==> config.mk <==
export PLATFORM = sky130hd
export DESIGN_NAME = mem_wb_skid_reg
export DESIGN_NICKNAME = d
export VERILOG_FILES = /design/src/rtl/mem_wb_skid_reg.sv
export SDC_FILE = /design/constraint.sdc
export NUM_CORES = 1
export LEC_CHECK = 0
export CORE_ASPECT_RATIO = 0.6
export CORE_MARGIN = 2
export CORE_UTILIZATION = 39
export DETAILED_ROUTE_END_ITERATION = 16
export PLACE_DENSITY = 0.73
export SLEW_MARGIN = 20
export SYNTH_ARGS = -nofsm -noshare
export SYNTH_HDL_FRONTEND = slang
export SYNTH_SLANG_ARGS = --single-unit
==> constraint.sdc <==
create_clock -name clk -period 2.2 [get_ports clk]
set_input_delay 0.22 -clock clk [delete_from_list [all_inputs] [get_ports clk]]
set_output_delay 0.22 -clock clk [all_outputs]
set_load 0.02 [all_outputs]
==> src/rtl/mem_wb_skid_reg.sv <==
// -----------------------------------------------------------------------------
// mem_wb_skid_reg
//
// Purpose
//    MEM->WB pipeline register with a valid/ready handshake and a 2-entry skid
//    buffer. It sits between the data-memory stage and register write-back.
//    It provides back-pressure, flush and a registered destination field.
//    Register-file write enables are qualified by out_valid and by ~PROHIB.
//    As a result, a bubble or a prohibited operation never causes a write.
//
// Parameters
//    DATA_W   width of the memory word (Do) and of the ALU result
//    BYTE_W   width of the byte-read path (Dob)
//    RG_W     destination register index width
//
// Ports
//    clk, rst_n          rising-edge clock, asynchronous active-low reset
//    flush               synchronous squash of every held entry (highest priority)
//    in_valid/in_ready   upstream handshake; in_ready is a pure register decode
//    Do_In .. PROHIB_In  entry fields presented by the MEM stage
//    out_valid/out_ready downstream handshake
//    Do .. SEL_DAT       head-entry fields, driven 0 while the head is invalid
//    WE_C, WE_V          head write enables & out_valid & ~PROHIB
//    PROHIB_WB           head PROHIB & out_valid
//
// Configuration
//    MEM_WB_FWD_EN  when defined, adds the forwarding outputs fwd_valid,
//                   fwd_rg and fwd_data, which feed the hazard unit. When the
//                   macro is undefined, these ports and their logic are absent.
// -----------------------------------------------------------------------------
module mem_wb_skid_reg #(
   parameter int DATA_W = 32,
   parameter int BYTE_W = 8,
   parameter int RG_W   = 4
) (
   input  logic              clk,
   input  logic              rst_n,
   input  logic              flush,
   // upstream (MEM stage)
   input  logic              in_valid,
   output logic              in_ready,
   input  logic [DATA_W-1:0] Do_In,
   input  logic [BYTE_W-1:0] Dob_In,
   input  logic [DATA_W-1:0] ALU_In,
   input  logic [RG_W-1:0]   Rg_In,
   input  logic              WE_C_In,
   input  logic              WE_V_In,
   input  logic              SEL_C_In,
   input  logic              SEL_DAT_In,
   input  logic              PROHIB_In,
   // downstream (WB stage)
   output logic              out_valid,
   input  logic              out_ready,
   output logic [DATA_W-1:0] Do,
   output logic [BYTE_W-1:0] Dob,
   output logic [DATA_W-1:0] ALU_Result,
   output logic [RG_W-1:0]   Rg,
   output logic              SEL_C,
   output logic              SEL_DAT,
   output logic              WE_C,
   output logic              WE_V,
   output logic              PROHIB_WB
`ifdef MEM_WB_FWD_EN
   ,
   output logic              fwd_valid,
   output logic [RG_W-1:0]   fwd_rg,
   output logic [DATA_W-1:0] fwd_data
`endif
);

   // One entry packed into a flat vector so that head and skid move as a unit.
   localparam int PW = 2*DATA_W + BYTE_W + RG_W + 5;

   typedef enum logic [1:0] {
      ST_EMPTY = 2'd0,
      ST_ONE   = 2'd1,
      ST_FULL  = 2'd2
   } state_t;

   state_t          r_state;
   logic            r_in_ready;
   logic            r_out_valid;
   logic [PW-1:0]   r_head;
   logic [PW-1:0]   r_skid;

   logic [PW-1:0]   w_in_pld;
   logic [PW-1:0]   w_head_masked;
   logic            w_acc;
   logic            w_pop;

   logic [DATA_W-1:0] w_do;
   logic [BYTE_W-1:0] w_dob;
   logic [DATA_W-1:0] w_alu;
   logic [RG_W-1:0]   w_rg;
   logic              w_we_c;
   logic              w_we_v;
   logic              w_sel_c;
   logic              w_sel_dat;
   logic              w_prohib;

   assign w_in_pld = {Do_In, Dob_In, ALU_In, Rg_In,
                      WE_C_In, WE_V_In, SEL_C_In, SEL_DAT_In, PROHIB_In};

   assign w_acc = in_valid & r_in_ready;
   assign w_pop = r_out_valid & out_ready;

   // ---------------------------------------------------------------------------
   // Control and storage. in_ready and out_valid are kept as registers that are
   // updated together with the state. This keeps in_ready free of any
   // combinational path from out_ready.
   // ---------------------------------------------------------------------------
   always_ff @(posedge clk or negedge rst_n) begin
      if (!rst_n) begin
         r_state     <= ST_EMPTY;
         r_in_ready  <= 1'b1;
         r_out_valid <= 1'b0;
         r_head      <= '0;
         r_skid      <= '0;
      end else if (flush) begin
         // Stale payload may remain in the flops. Outputs are masked by
         // out_valid, so that payload is never visible.
         r_state     <= ST_EMPTY;
         r_in_ready  <= 1'b1;
         r_out_valid <= 1'b0;
      end else begin
         case (r_state)
            ST_EMPTY: begin
               if (w_acc) begin
                  r_head      <= w_in_pld;
                  r_state     <= ST_ONE;
                  r_out_valid <= 1'b1;
                  r_in_ready  <= 1'b1;
               end
            end
            ST_ONE: begin
               if (w_acc && !w_pop) begin
                  // Head is stalled, so the newcomer parks in the skid slot.
                  r_skid      <= w_in_pld;
                  r_state     <= ST_FULL;
                  r_in_ready  <= 1'b0;
               end else if (w_acc && w_pop) begin
                  r_head      <= w_in_pld;
               end else if (w_pop) begin
                  r_state     <= ST_EMPTY;
                  r_out_valid <= 1'b0;
               end
            end
            ST_FULL: begin
               // in_ready is low here, so no accept can coincide with the pop.
               if (w_pop) begin
                  r_head      <= r_skid;
                  r_state     <= ST_ONE;
                  r_in_ready  <= 1'b1;
               end
            end
            default: begin
               r_state     <= ST_EMPTY;
               r_in_ready  <= 1'b1;
               r_out_valid <= 1'b0;
            end
         endcase
      end
   end

   // ---------------------------------------------------------------------------
   // Output decode. Masking with out_valid forces every field to 0 while the
   // head is invalid. This masking applies during reset, when empty and after
   // a flush, so the outputs clear immediately on an asynchronous reset.
   // ---------------------------------------------------------------------------
   assign w_head_masked = r_head & {PW{r_out_valid}};

   assign {w_do, w_dob, w_alu, w_rg,
           w_we_c, w_we_v, w_sel_c, w_sel_dat, w_prohib} = w_head_masked;

   assign in_ready   = r_in_ready;
   assign out_valid  = r_out_valid;
   assign Do         = w_do;
   assign Dob        = w_dob;
   assign ALU_Result = w_alu;
   assign Rg         = w_rg;
   assign SEL_C      = w_sel_c;
   assign SEL_DAT    = w_sel_dat;
   // Valid is already folded in through the mask; PROHIB vetoes any write.
   assign WE_C       = w_we_c & ~w_prohib;
   assign WE_V       = w_we_v & ~w_prohib;
   assign PROHIB_WB  = w_prohib;

`ifdef MEM_WB_FWD_EN
   assign fwd_valid  = (w_we_c | w_we_v) & ~w_prohib;
   assign fwd_rg     = w_rg;
   assign fwd_data   = w_sel_dat ? w_do : w_alu;
`endif

endmodule
Word-level counts from Yosys, hierarchy flattened. Index checks and enable logic that the tools add are counted.

Bits in registers: 166. Input bits: 86. Output and inout port bits: 83. Word-level logic and storage cells: 59.

Equality and inequality tests: 15. Multiplexer cells: 22. Bitwise logic cells: 7. Reduce and logical (&&, ||, !) cells: 10.

Operators with widths (number): $mux 81 (4); $pmux 81 s3 (1); $and 81x81->81 (1); $ne 3x3->1 const B (6); $mux 2 (6); $ne 2x2->1 const B (5); $mux 1 (8); $ne 4x4->1 const B (2); $pmux 1 s3 (2); $pmux 2 s3 (1); $reduce_and 3->1 (2); $reduce_and 6->1 (1); $reduce_and 5->1 (1); $and 1x1->1 (4); $reduce_and 4->1 (1); $reduce_bool 3->1 (1); $eq 2x1->1 const B (1); $eq 2x2->1 const B (1); $logic_and 1x1->1 (2); $logic_not 2->1 (1); $not 1->1 (2); $logic_not 1->1 (1).

Logic depth before layout (Yosys ltp).
Depth after elaboration: 6. Gate-level depth with buffers: 6. Mapped depth without buffers: 4.

Worst setup path after synthesis. Ideal clock, no wire load.

Kind: reg-to-reg. Start point: register r_out_valid, in the netlist out_valid. End point: register r_head[0]. Library setup time: 127 ps. Arrival: 1701 ps. Data required time: 2073 ps. Setup slack: 372 ps. Stages on the path, launching flop included: 7. Path buffers: 2. Clock period less this slack: 1828 ps. Cell sequence: dfrtp_1 -> buf_2 -> nand3_1 -> o21ai_1 -> a22oi_4 -> buf_6 -> mux2_1.

Cells in the longest elaborated chain, start to end: 5. Elaborated cells on any way between the ends: 8. Classes of those cells: eq/ne (3); bitwise (1); reduce/logical (4).

Ends and longest elaborated chain: from (decl) (RTL line 82) `logic r_out_valid;`; from (signal assigned) (RTL line 116) `r_out_valid <= 1'b0;`; from (signal assigned) (RTL line 124) `r_out_valid <= 1'b0;`; from (signal assigned) (RTL line 131) `r_out_valid <= 1'b1;`; $and 1x1->1 * (RTL line 105) `assign w_pop = r_out_valid & out_ready;`; $logic_not 1->1 (RTL line 136) `if (w_acc && !w_pop) begin`; $logic_and 1x1->1 (RTL line 136); $ne 2x2->1 (no line); $reduce_and 6->1 (no line) *; to (signal assigned) (RTL line 129) `r_head <= w_in_pld;`; to (signal assigned) (RTL line 142) `r_head <= w_in_pld;`; to (signal assigned) (RTL line 151) `r_head <= r_skid;`; to (decl) (RTL line 83) `logic [PW-1:0] r_head;`.

Every way passes the cells marked *; elsewhere a longest branch is shown, timed or not. A chain may end at the register's enable or synchronous reset.

Worst setup path after layout.
Start point: register r_out_valid, in the netlist out_valid. End point: output port Do[31].

Cells in the longest elaborated chain, start to end: 1.

Ends and longest elaborated chain: $and 81x81->81 (RTL line 170) `assign w_head_masked = r_head & {PW{r_out_valid}};`; to (decl) (RTL line 54) `output logic [DATA_W-1:0] Do,`.

Every way passes these cells.

==> metrics.md <==
| Metric | Value |
|---|---|
| CP Capture Type | `output port` |
| Library cells used by synthesis | `25` |
| Startpoint Class | `register` |
| Final hold vios | `0` |
| Buf/Inv on CP | `2` |
| Root Buffer | `clkbuf_16` |
| Drt wl/cell | `17.3 um` |
| M1 GR Usage | `21.9%` |
| Maximum net fanout on the critical path | `13` |
| Area Overhead vs Synth | `33.3%` |
| Critical path cell sequence | `buf_4 -> and2_1 -> clkdlybuf4s50_1` |
| RSZ-0062 raised after global routing | `false` |
| Peak VDD IR | `0.495 mV` |
| Flops & latches, synth | `166` |
| Routed Antenna Nets | `0` |
| Leak | `4.46 nW` |
| CP Class | `register to output port` |
| Initial Util | `40.3%` |
| Worst r2r src | `out_valid$_DFFE_PN0P_` |
| Synth Instances | `553` |
| Core area | `19300 um2` |
| CTS tree | `built` |
| Grt met3 use | `4.92%` |
| H-tree levels | `4` |
| Chip height | `113 um` |
| Crit path max-delay family | `buffers and inverters` |
| Clk buf depth | `2` |
| Clk_skew | `0.0112 ns` |
| Fin nets | `809` |
| Setup_tns | `0 ns` |
| TritonCTS buffer count | `17` |
| Vias | `4955` |
| Avg Cell Area, Syn | `14.1 um2` |
| Number of global-route vias before repair | `5502` |
| Post-Syn Nets | `639` |
| Pre-CTS WS | `0.118 ns` |
| Total track usage | `17.0%` |
| Worst Tran Pin Value | `0.693 ns` |
| Remaining Overflow, GRT | `0` |
| Clock Latency Late Sink | `0.42 ns` |
| CP max stage delay | `0.65 ns` |
| Post-route minimum period | `2.10 ns` |
| CTS sink count | `166` |
| Initial antenna violation count | `0` |
| Max cap viols | `0` |
| Synth warnings | `0` |
| Worst Slack Setup Final | `0.103 ns` |
| Share of cells above drive strength 1 | `28.1%` |
| GR peak layer | `met2` |
| Antenna Cells | `0` |
| Routed wire length | `17.3 mm` |
| IO Port Bufs | `168` |
| Synthesized area | `7790 um2` |
| Dpl hpwl | `11.9 mm` |
| Slew Limit Fails | `0` |
| Slew HR | `53.8%` |
| Pwr per Cell Area | `1060 nW/um2` |
| Worst Hold Margin | `0.378 ns` |
| Critical Path AT | `1.88 ns` |
| # Post-CTS Setup Buffers | `0` |
| Remaining DRCs | `0` |
| Hold Path Class | `primary input to async pin` |
| Die Footprint | `21200 um2` |
| Met2 Usage GRT | `28.6%` |
| Crit path required time | `1.98 ns` |
| TritonRoute pass-1 iters | `4` |
| Max Fclk | `0.477 GHz` |
| RePlAce Congestion | `0.804` |
| Initial drt markers | `217` |
| Site row count | `39` |
| Global-route wire length before repair | `28.6 mm` |
| Die width | `186 um` |
| # setup viols final | `0` |
| Overall Power | `11.0 mW` |
| Final critical-path share of the clock period | `95.3%` |
| Ports | `169` |
| Clock slew at reported path FFs | `0.07 ns` |
| Seq/Total Area, Yosys | `53.3%` |
| Worst path slowest cell | `clkdlybuf4s50_1` |
| Critical path startpoint | `out_valid$_DFFE_PN0P_` |
| Largest net degree at the start of global routing | `71` |
| Routed vias/inst | `4.95` |
| Outcome | `complete, no violations` |
## path summary, 6_finish.rpt
kind                                                to  slack [ns]  cells past startpoint
worst max-delay path                            Do[31]        0.10                      3
worst min-delay path            r_skid[51]$_DFFE_PN0P_        0.38                      2
worst max register to register  r_skid[17]$_DFFE_PN0P_        0.32                      6
worst min register to register  r_head[73]$_DFFE_PN0P_        0.49                      1
max in group asynchronous       r_skid[44]$_DFFE_PN0P_        1.10                      3
min in group clk                 r_skid[5]$_DFFE_PN0P_        0.44                      2
## power breakdown
group / internal [mW] / switching [mW] / leakage [nW]
clock network: 1.68 / 1.22 / 0.264
logic: 1.76 / 1.26 / 2.20
registers: 4.40 / 0.654 / 1.99
total: 7.84 / 3.13 / 4.46
## cell usage in the layout (no fill, tap or decap), drive strengths merged
cell and instances:
clkinvlp 4, dlygate4sd2 26, nor3b 3, clkdlybuf4s50 141
a31oi 1, a2bb2oi 1, bufinv 2, a22oi 1
o21ai 3, dfstp 1, buf 17, clkinv 3
and2 82, inv 4, dfrtp 165, nor2b 1
clkbuf 21, mux2 243, nand3 1, nand2 5
nor2 5, nor3 3, o22ai 1, dlygate4sd3 1
a211o 1
## cell type report
cell class,instances,area [um2]
sequential,166,4160
multi-input combinational,351,3430
clock inverter,11,126
timing repair buffer,185,1900
tap,266,333
fill,1612,8930
clock buffer,21,440
inverter,2,7.51
## per-layer routing
layer	vias to the layer above	routed length, um
met1	2538	8180
met5	-	0
met4	0	173
li1	2270	-
met2	128	8000
met3	19	988
## sequential cells by signal, indices dropped and copies added, names as in the netlist
name       count
r_head        81
r_state        2
out_valid      1
in_ready       1
r_skid        81
## metrics by stage
stage	cells	cell area [um2]	utilization (%)
final	1002	10400	53.8
after global placement	969	9830	50.9
after CTS	1002	10400	53.7
after global routing	1002	10400	53.8
after detailed placement	969	9830	50.9
after floorplan	553	7790	-
## Yosys cell counts, drive strengths merged
master	instances	area share, %
o22ai	1	0.080
mux2	243	35
a22oi	1	0.27
o21ai	3	0.19
nor3b	3	0.43
a31oi	1	0.080
a2bb2oi	1	0.11
nand3	1	0.064
dfstp	1	0.34
and2	82	6.6
clkbuf	8	0.39
a211o	1	0.11
nor2	5	0.27
inv	2	0.096
nor2b	1	0.080
buf	26	2.3
nor3	3	0.19
nand2	5	0.27
dfrtp	165	53
## cell families after synthesis
family                 Yosys count  share of synthesized area, %
flip-flops                     166                          53.3
multiplexers                   243                          35.1
AND/OR/NAND/NOR                100                          7.90
AO/OA/AOI/OAI                    8                         0.851
buffers and inverters           36                          2.79
## what timing repair did
item / 4_1_cts / 5_1_grt
gates cloned: 0 / 0
hold buffers: 1 / 0
setup endpoints to repair: 70 / 44
hold endpoints to repair: 65 / 0
resized for setup: 28 / 2
(Power assumes the default switching activity.)
